<file path="src/rtl/spi_xfer_sched.sv">
// Round-robin scheduler for two SPI requesters: sequences multi-byte bursts as
// single-byte spi_master transactions and generates the divided SCLK.
module spi_xfer_sched #(
    parameter int DATA_WIDTH = 8,
    parameter int LEN_W      = 8,
    parameter int CLK_DIV    = 4,
    parameter int GAP_CYCLES = 2
) (
    input  logic                  clk,
    input  logic                  resetn,
    input  logic [1:0]            req,
    input  logic [LEN_W-1:0]      req_len0,
    input  logic [LEN_W-1:0]      req_len1,
    input  logic [1:0]            req_cpol,
    input  logic [1:0]            req_cpha,
    input  logic [DATA_WIDTH-1:0] tx_data0,
    input  logic [DATA_WIDTH-1:0] tx_data1,
    input  logic [1:0]            tx_valid,
    output logic [1:0]            tx_ready,
    output logic [DATA_WIDTH-1:0] rx_data,
    output logic [1:0]            rx_valid,
    output logic [1:0]            grant,
    output logic [1:0]            xfer_done,
    output logic                  busy,
    output logic                  m_start,
    output logic [DATA_WIDTH-1:0] m_tx_data,
    output logic                  m_cpol,
    output logic                  m_cpha,
    input  logic                  m_done,
    input  logic [DATA_WIDTH-1:0] m_rx_data,
    input  logic                  m_sclk_enable,
    output logic                  sclk
);

    localparam int DIV_W = $clog2(CLK_DIV);
    localparam int GAP_W = $clog2(GAP_CYCLES + 1);

    typedef enum logic [2:0] {
        ST_IDLE  = 3'd0,
        ST_GRANT = 3'd1,
        ST_FETCH = 3'd2,
        ST_START = 3'd3,
        ST_WAIT  = 3'd4,
        ST_GAP   = 3'd5
    } state_t;

    state_t                  state_r;
    logic                    last_r;
    logic                    win_r;
    logic [LEN_W-1:0]        remaining_r;
    logic [GAP_W-1:0]        gap_cnt_r;
    logic [DIV_W-1:0]        div_r;
    logic [1:0]              grant_r;
    logic [1:0]              tx_ready_r;
    logic [1:0]              rx_valid_r;
    logic [1:0]              xfer_done_r;
    logic                    busy_r;
    logic                    m_start_r;
    logic [DATA_WIDTH-1:0]   m_tx_data_r;
    logic [DATA_WIDTH-1:0]   rx_data_r;
    logic                    m_cpol_r;
    logic                    m_cpha_r;
    logic                    sclk_r;

    logic                    win_s;
    logic [1:0]              win_oh_s;
    logic [LEN_W-1:0]        req_len_s;
    logic [DATA_WIDTH-1:0]   tx_data_s;
    logic                    tx_valid_s;

    // Arbitration: a lone requester wins, contention goes to the one not served last
    always_comb begin
        win_s = 1'b0;
        case (req)
            2'b01:   win_s = 1'b0;
            2'b10:   win_s = 1'b1;
            2'b11:   win_s = ~last_r;
            default: win_s = 1'b0;
        endcase
    end

    assign win_oh_s   = win_s ? 2'b10 : 2'b01;
    assign req_len_s  = win_s ? req_len1 : req_len0;
    assign tx_data_s  = win_r ? tx_data1 : tx_data0;
    assign tx_valid_s = win_r ? tx_valid[1] : tx_valid[0];

    // Burst sequencer; grant and per-burst mode are captured as GRANT is entered
    always_ff @(posedge clk) begin
        if (!resetn) begin
            state_r     <= ST_IDLE;
            last_r      <= 1'b1;
            win_r       <= 1'b0;
            remaining_r <= {LEN_W{1'b0}};
            gap_cnt_r   <= {GAP_W{1'b0}};
            grant_r     <= 2'b00;
            tx_ready_r  <= 2'b00;
            rx_valid_r  <= 2'b00;
            xfer_done_r <= 2'b00;
            busy_r      <= 1'b0;
            m_start_r   <= 1'b0;
            m_tx_data_r <= {DATA_WIDTH{1'b0}};
            rx_data_r   <= {DATA_WIDTH{1'b0}};
            m_cpol_r    <= 1'b0;
            m_cpha_r    <= 1'b0;
        end else begin
            tx_ready_r  <= 2'b00;
            rx_valid_r  <= 2'b00;
            xfer_done_r <= 2'b00;
            m_start_r   <= 1'b0;
            case (state_r)
                ST_IDLE: begin
                    if (req != 2'b00) begin
                        grant_r     <= win_oh_s;
                        win_r       <= win_s;
                        last_r      <= win_s;
                        remaining_r <= req_len_s;
                        m_cpol_r    <= req_cpol[win_s];
                        m_cpha_r    <= req_cpha[win_s];
                        busy_r      <= 1'b1;
                        state_r     <= ST_GRANT;
                    end
                end
                ST_GRANT: begin
                    if (remaining_r == {LEN_W{1'b0}}) begin
                        xfer_done_r <= grant_r;
                        grant_r     <= 2'b00;
                        gap_cnt_r   <= {GAP_W{1'b0}};
                        state_r     <= ST_GAP;
                    end else begin
                        state_r     <= ST_FETCH;
                    end
                end
                ST_FETCH: begin
                    if (tx_valid_s) begin
                        tx_ready_r  <= grant_r;
                        m_tx_data_r <= tx_data_s;
                        m_start_r   <= 1'b1;
                        state_r     <= ST_START;
                    end
                end
                ST_START: begin
                    state_r <= ST_WAIT;
                end
                ST_WAIT: begin
                    if (m_done) begin
                        rx_data_r   <= m_rx_data;
                        rx_valid_r  <= grant_r;
                        remaining_r <= remaining_r - LEN_W'(1);
                        if (remaining_r == LEN_W'(1)) begin
                            xfer_done_r <= grant_r;
                            grant_r     <= 2'b00;
                            gap_cnt_r   <= {GAP_W{1'b0}};
                            state_r     <= ST_GAP;
                        end else begin
                            state_r     <= ST_FETCH;
                        end
                    end
                end
                ST_GAP: begin
                    if (gap_cnt_r == GAP_W'(GAP_CYCLES - 1)) begin
                        busy_r  <= 1'b0;
                        state_r <= ST_IDLE;
                    end else begin
                        gap_cnt_r <= gap_cnt_r + GAP_W'(1);
                    end
                end
                default: begin
                    grant_r <= 2'b00;
                    busy_r  <= 1'b0;
                    state_r <= ST_IDLE;
                end
            endcase
        end
    end

    // SCLK divider: parks at CPOL while spi_master is idle, toggles every CLK_DIV clocks
    always_ff @(posedge clk) begin
        if (!resetn) begin
            sclk_r <= 1'b0;
            div_r  <= {DIV_W{1'b0}};
        end else if (!m_sclk_enable) begin
            sclk_r <= m_cpol_r;
            div_r  <= {DIV_W{1'b0}};
        end else if (div_r == DIV_W'(CLK_DIV - 1)) begin
            sclk_r <= ~sclk_r;
            div_r  <= {DIV_W{1'b0}};
        end else begin
            div_r  <= div_r + DIV_W'(1);
        end
    end

    assign grant     = grant_r;
    assign tx_ready  = tx_ready_r;
    assign rx_valid  = rx_valid_r;
    assign xfer_done = xfer_done_r;
    assign busy      = busy_r;
    assign m_start   = m_start_r;
    assign m_tx_data = m_tx_data_r;
    assign rx_data   = rx_data_r;
    assign m_cpol    = m_cpol_r;
    assign m_cpha    = m_cpha_r;
    assign sclk      = sclk_r;

endmodule

</file>
<file path="config.mk">
export PLATFORM = sky130hd
export DESIGN_NAME = spi_xfer_sched
export DESIGN_NICKNAME = d
export VERILOG_FILES = /design/src/rtl/spi_xfer_sched.sv
export SDC_FILE = /design/constraint.sdc
export NUM_CORES = 1
export LEC_CHECK = 0
export CORE_MARGIN = 2
export CORE_UTILIZATION = 35
export DETAILED_ROUTE_END_ITERATION = 12
export GPL_ROUTABILITY_DRIVEN = 0
export PLACE_DENSITY_LB_ADDON = 0.15
export SYNTH_ARGS = -nofsm -noshare
export SYNTH_HDL_FRONTEND = slang
export SYNTH_SLANG_ARGS = --single-unit
</file>
<file path="constraint.sdc">
create_clock -name clk -period 1.9 [get_ports clk]
set_clock_uncertainty 0.1 [all_clocks]
set_input_delay 0.57 -clock clk [delete_from_list [all_inputs] [get_ports clk]]
set_output_delay 0.57 -clock clk [all_outputs]
set_load 0.01 [all_outputs]
</file>
==> load_flow_metrics.sql <==
INSERT INTO impl_metrics (metric_group, metric, value, unit) VALUES
('logic_synthesis', 'ys_types', '59', ''),
('power', 'power_switching', '1500', 'uW'),
('floorplan', 'die_width', '86.7', 'um'),
('drt', 'drt_iter0_drc', '116', ''),
('clock_network', 'cts_inserted_buffers', '5', ''),
('drt', 'post-route-drc-count', '0', ''),
('floorplan', 'core_region_area', '6720', 'um2'),
('power', 'vdd_ir_drop_max', '0.000480', 'V'),
('timing', 'rsz_0062_raised_after_global_routing', 'no', ''),
('worst_setup_path', 'setup.worst_path.class', 'flop to primary output', ''),
('worst_setup_path', 'cp_slowest_cell', 'clkdlybuf4s50_1', ''),
('timing', 'setup_violations', '0', ''),
('layout', 'finish.cell_count_without_fillers', '438', ''),
('clock_network', 'worst_skew_late_latency', '0.30', 'ns'),
('place', 'post-place-cells', '430', ''),
('timing', 'timing_limited_maximum_frequency', '0.539', 'GHz'),
('grt', 'grt_first_pass_wirelength', '9.67', 'mm'),
('clock_network', 'clock_tree_root_buffer_cell', 'clkbuf_8', ''),
('outcome', 'outcome', 'finished, final reports clean', ''),
('timing', 'timing.final.ws_setup', '0.0460', 'ns'),
('worst_setup_path', 'critical_path_arrival', '1.18', 'ns'),
('power', 'p_sw_share', '38.7', '%'),
('power', 'sequential_share_of_power', '34.2', '%'),
('drt', 'final_antenna_net_count', '0', ''),
('drt', 'route.detailed.vias_per_inst', '5.10', ''),
('floorplan', 'floorplan.die_area', '7510', 'um2'),
('clock_network', 'ctsHtreeMaxLevel', '2', ''),
('grt', 'global_route.usage.total', '16.1', '%'),
('layout', 'flow.area_growth_from_synthesis', '47.0', '%'),
('clock_network', 'cts.reportedPaths.clkPinSlew', '0.09', 'ns'),
('drt', 'dr.pass1.iters', '4', ''),
('timing', 'final_min_period_over_clock_period', '97.6', '%'),
('worst_hold_path', 'holdCritPathClass', 'flop to flop', ''),
('drt', 'wl_per_cell', '13.4', 'um'),
('worst_setup_path', 'count_of_buffering_cells_on_the_critical_path_with_inverters_included', '1', ''),
('grt', 'grt_start_max_net_pins', '20', ''),
('power', 'clock_power_share', '16.1', '%'),
('clock_network', 'cts_buffer_depth', '2', ''),
('power', 'p_per_cell_area', '1100', 'nW/um2'),
('worst_setup_path', 'worst_setup_path_start_kind', 'flop', ''),
('job', 'timing.max_cap.violations', '0', ''),
('worst_setup_path', 'worst_ep_required_time', '1.23', 'ns'),
('logic_synthesis', 'synth_sequential_area_ratio', '38.5', '%'),
('grt', 'via_count_of_the_first_global_routing_pass', '2114', ''),
('clock_network', 'tritoncts', 'done', ''),
('place', 'io_buffer_count', '80', ''),
('layout', 'nets', '414', ''),
('grt', 'overflow', '0', ''),
('timing', 'finalWorstPathRequiredPeriod', '1.85', 'ns'),
('floorplan', 'fp-row-count', '30', ''),
('timing', 'finalHoldViolCount', '0', ''),
('logic_synthesis', 'synth.avg_cell_area', '9.20', 'um2'),
('power', 'power.combinational.fraction', '49.6', '%'),
('logic_synthesis', 'postSynth.asyncResetShare', '0', '%'),
('timing', 'worst_pin_slew', '0.366', 'ns'),
('drt', 'drt-total-wl', '5.89', 'mm'),
('power', 'power_report.internal_total', '2380', 'uW'),
('worst_setup_path', 'timing.critical_path.to_type', 'primary output', ''),
('logic_synthesis', 'ys_seq_elements', '46', ''),
('logic_synthesis', 'synth-edff-count', '0', ''),
('timing', 'setup-tns-final', '0', 'ns'),
('worst_setup_path', 'critical_path_peak_fanout', '2', ''),
('timing', 'max-slew-margin-rel', '75.4', '%'),
('worst_setup_path', 'worst_path_dominant_cell_family', 'buffers and inverters', ''),
('logic_synthesis', 'dominantRegCellSynth', 'dfxtp_1', ''),
('worst_setup_path', 'crit_path_cell_trace', 'clkdlybuf4s50_1', ''),
('power', 'cellLeakagePower', '0.00151', 'uW'),
('place', 'post-dp-hpwl', '4.48', 'mm'),
('place', 'place_ws', '-0.412', 'ns'),
('clock_network', 'hold_buffer_count_at_cts', '0', ''),
('floorplan', 'io-pin-count', '81', ''),
('timing', 'final_report_max_slew_violation_count', '0', ''),
('layout', 'antennaDiodeCount', '0', ''),
('logic_synthesis', 'synth.cell_area', '2390', 'um2'),
('grt', 'number_of_antenna_violations_at_the_first_check_in_global_routing', '0', ''),
('floorplan', 'initial_core_util', '35.6', '%'),
('logic_synthesis', 'synth_cells', '260', ''),
('drt', 'detailroute.via_count', '2233', ''),
('logic_synthesis', 'postSynthNetCount', '317', ''),
('floorplan', 'die-height', '86.7', 'um'),
('worst_setup_path', 'max_stage_delay', '0.54', 'ns'),
('clock_network', 'numClockSinks', '46', ''),
('layout', 'layout_cells_sized_above_1', '14.8', '%'),
('logic_synthesis', 'yosysWarnings', '0', '');
## worst reg2reg max path, stage by stage (launching register included)
cell and delay (ns):
dfxtp_1 0.43, inv_1 0.09, ha_1 0.24, and4b_4 0.20, o32a_4 0.34, o311a_4 0.13, mux2i_1 0.12
## area by class of cell
| cell class | instances | area, um2 |
|---|---|---|
| fillers | 638 | 3200 |
| clock inverters | 3 | 23.8 |
| multi-input cells | 194 | 1380 |
| inverters | 6 | 22.5 |
| repair buffers | 104 | 997 |
| flip-flops and latches | 46 | 921 |
| clock buffers | 5 | 68.8 |
| well taps | 80 | 100 |
## worst paths after layout
check | to | slack (ns) | from | cells past startpoint
hold reg to reg | div_r[0] | 0.36 | div_r[0] | 1
hold / removal | div_r[0] | 0.36 | div_r[0] | 1
setup reg to reg | grant[0] | 0.14 | remaining_r[0] | 6
setup / recovery | grant[1] | 0.05 | grant[1] | 1
## cells by family after synthesis
family | after synthesis | synth area share (%)
simple gates | 96 | 21.6
compound gates | 71 | 23.7
flops | 46 | 38.5
mux | 21 | 9.00
buf+inv | 20 | 4.19
fa+ha+maj | 5 | 2.62
xor+xnor | 1 | 0.366
## cells in the mapped netlist (all sizes together), types with 3 or more instances
master  instances  share of area (%)
and4b           3                1.4
a31oi           3               0.79
nor2b           4                1.0
a21boi          9                3.0
clkbuf          5               0.79
nor3            8                2.4
nand3           3               0.63
ha              5                2.6
o211a          12                5.0
mux2i          20                8.5
nand2          41                6.5
o21ai          13                2.7
nor2           16                3.2
buf             9                2.5
o221a           3                1.4
or2             3               0.79
dfxtp          46                 39
o211ai          4                1.3
inv             6               0.94
a21oi          11                2.3
nand3b          4                1.4
a32o            3                1.3
## through the flow
stage	hold slack [ns]	total power, uW	util (%)	cell area, um2
after global placement	0.314	3260	50.5	3390
final	0.357	3880	52.3	3510
after floorplan	0.305	2560	-	2390
after detailed placement	0.339	3270	50.5	3390
after CTS	0.357	3920	52.1	3500
after global routing	0.373	4170	52.3	3510
## registers in the layout, summed over array words and instances (netlist names)
name and flops:
div_r 2, xfer_done 2, busy 1, sclk 1, m_cpha 1, win_r 1
m_start 1, gap_cnt_r 2, state_r 3, tx_ready 2, m_tx_data 8, m_cpol 1
remaining_r 8, last_r 1, rx_data 8, grant 2, rx_valid 2
## cells in the final DEF (no fill, tap or decap), types with 2 or more instances in the layout
cell             count
nand3b_1             3
and2_1               2
nor2_1              13
clkinvlp_4           2
nand2b_1             2
and3_1               2
o21ai_0             10
mux2i_1             19
dlygate4sd2_1        2
dlymetal6s2s_1       6
a21boi_0             8
nor3_1               6
o21ai_1              3
or2_2                2
ha_1                 5
nand2_1             40
nor2_4               2
a31oi_1              3
o211a_1             12
clkdlybuf4s50_1     72
buf_4               23
nand3_1              3
a22oi_1              2
inv_1                6
or3_1                2
nor2b_1              4
dfxtp_1             46
a32o_1               3
clkbuf_8             5
nand4b_1             2
and4b_1              2
o211ai_1             4
a21oi_1             10
o221a_1              2
## power groups by stage
stage	sequential (uW)	clock (uW)	combinational, uW
after global routing	1360	690	2120
after floorplan	1340	0	1220
after detailed placement	1350	0	1920
after global placement	1350	0	1910
final	1330	626	1930
after CTS	1330	653	1930
## timing repair
action,in CTS,in global routing
pin swaps,0,1
setup endpoints to repair,8,14
setup buffers,0,0
gates resized for setup,5,6
## layer usage
metal	share of wire, %	track usage, %	vias to the layer above	wire length, um
met3	5.6	4.48	6	332
met4	1.2	4.12	0	71
met1	48	21.4	1021	2800
li1	-	-	1141	-
met2	46	25.9	65	2680
met5	0	0	-	0
Power figures use the tool's default switching activity.
==> patch (config.mk and constraints unchanged) <==
Change the parameter `DATA_WIDTH` from 8 to 6.
--- a/src/rtl/spi_xfer_sched.sv
+++ b/src/rtl/spi_xfer_sched.sv
@@ -1,7 +1,7 @@
 // Round-robin scheduler for two SPI requesters: sequences multi-byte bursts as
 // single-byte spi_master transactions and generates the divided SCLK.
 module spi_xfer_sched #(
-    parameter int DATA_WIDTH = 8,
+    parameter int DATA_WIDTH = 6,
     parameter int LEN_W      = 8,
     parameter int CLK_DIV    = 4,
     parameter int GAP_CYCLES = 2
Interface: changed (5 resized); port bits go from 81 to 71. No check against the original RTL was run, so the function may have changed too.
==> patch against the original RTL <==
Combinational power is 9% higher. Routed wire length decreased by 8.3%. Register-to-register slack worse by 60 ps. Via count decreased by 5.5%. First-iteration DRC count down 39%. Clock power down 5.4%. Area after synthesis decreased by 8.5%. Global-route usage decreased by 0.094 points. Power increased by 3.7%. Sequential cell count down 4. Count of clock-buffer cells in the layout did not move. Final area is 5.7% lower. Worst setup slack got worse by 1.3 ps. Critical path depth unchanged. Critical path type unchanged. Critical endpoint is now m_cpha. Largest cell class unchanged. Highest routed layer unchanged.
==> patch: results (changes against the original RTL) <==
Hold WC Path Type flop to flop; Arr. time, crit path 1190 ps; Total GRT Usage 16.1% (-0.094 points); Net count, final 394 (-4.8%); outcome finished clean; number of port buffers 70 (-13%); Area contributors post-synth dfxtp_1, mux2i_1, nand2_1, o211a_1, o21ai_0; layout cells sized above 1 17.4% (+2.6 points); pin count of the biggest net entering global routing 17 (-15%); global-route wire length before repair 9360 µm (-3.1%); relative slew slack 63.4% (-12 points); fillcell total 563 (-12%); TNS Setup 0 ps (unchanged); Placement Setup Slack -345 ps (+67.1 ps); vias in the first global route 1987 (-6.0%); Leak Pwr 1.42 nW (-5.8%); CTS Buf Count 5 (unchanged); Placed Area 3170 µm² (-6.6%); Distinct cells, synth 48 (-19%); Worst-path clk slew approximately 80 ps; maximum net fanout on the critical path 2 (unchanged); max FFs per register 8; clk_lat worst skew 300 ps (about the same); HPWL after DPL 4180 µm (-6.7%); Post-synth top cells dfxtp_1, nand2_1, mux2i_1, o21ai_0; peak supply drop 585 µV (+22%); total number of vias 2110 (-5.5%); Worst path slowest cell clkdlybuf4s50_1; First-pass DRT Iterations 4 (unchanged); Seq/Total Area, Yosys 38.4% (-0.070 points); Post-Syn Nets 297 (-6.3%); max incr delay on CP 560 ps (+20 ps); Ys Warns 0 (unchanged); CTS Root Cell clkbuf_8; drt initial violations 71 (-39%); DR WL/cell 12.9 µm (-4.1%); cell family with most CP delay buffers and inverters; Post-synth ARST share 0% (unchanged)
patch: cell types whose count changed in the layout (fill, tap and decap cells not counted), moves of 3 or more:
cell             delta
clkdlybuf4s50_1     -9
nor4_1              +3
buf_4               +8
dfxtp_1             -5
nor2_1              -3
mux2i_1             -3
nand2_1             -3
and3_1              +4
o21ai_0             +3
patch: routing by layer:
layer	vias to the layer above	part of all wire (%)	track usage [%]
li1	1082	-	-
met1	972	48	21.5
met2	51	46	26.0
met3	5	4.2	3.78
met4	0	1.2	4.02
met5	-	0	0
patch: area by class of cell:
| class | count | share of cell area (%) |
|---|---|---|
| well taps | 75 | 2.83 |
| multi-input cells | 185 | 38.7 |
| clock buffers | 5 | 2.08 |
| inverters | 5 | 0.566 |
| flip-flops and latches | 42 | 25.4 |
| clock inverters | 3 | 0.642 |
| repair buffers | 104 | 29.8 |
patch: power breakdown:
| part | internal [mW] | leakage (nW) | switching, mW |
|---|---|---|---|
| logic | 1.05 | 1.04 | 1.05 |
| clock network | 0.259 | 0.0441 | 0.334 |
| registers | 1.09 | 0.343 | 0.242 |
patch: cells by family (layout without fill, tap and decap cells):
logic type	count (synthesis)	count (layout)	synth area share, %
mux	19	19	8.81
xor+xnor	1	1	0.401
buf+inv	19	117	4.06
simple gates	95	95	23.8
flops	42	42	38.4
compound gates	65	65	21.6
fa+ha+maj	5	5	2.86
patch: path summary, 6_finish.rpt:
path / start / slack (ps) / depth (start not counted) / endpoint
worst max-delay path: m_cpha / 40 / 1 / m_cpha
worst min-delay path: div_r[0] / 330 / 1 / div_r[0]
worst max register to register: remaining_r[1] / 80 / 6 / state_r[2]
worst min register to register: div_r[0] / 330 / 1 / div_r[0]
patch: worst reg2reg max path, delay by kind of cell (launching register included):
family          cells  cell delay [ps]
flops               1              400
fa+ha+maj           1              230
simple gates        1              190
buf+inv             1              100
compound gates      3              680
patch: through the flow:
stage	hold WS, ps	util [%]	std cells
final	335	55.3	419
after global routing	354	55.3	419
after CTS	345	54.6	419
after detailed placement	332	52.9	410
after global placement	315	52.9	410
after floorplan	305	-	246
patch: what timing repair did:
item / CTS / global route
setup buffers: 1 / 0
hold buffers: 0 / 0
resized for setup: 4 / 14
endpoints found under the setup margin: 4 / 14
pin swaps: 1 / 1
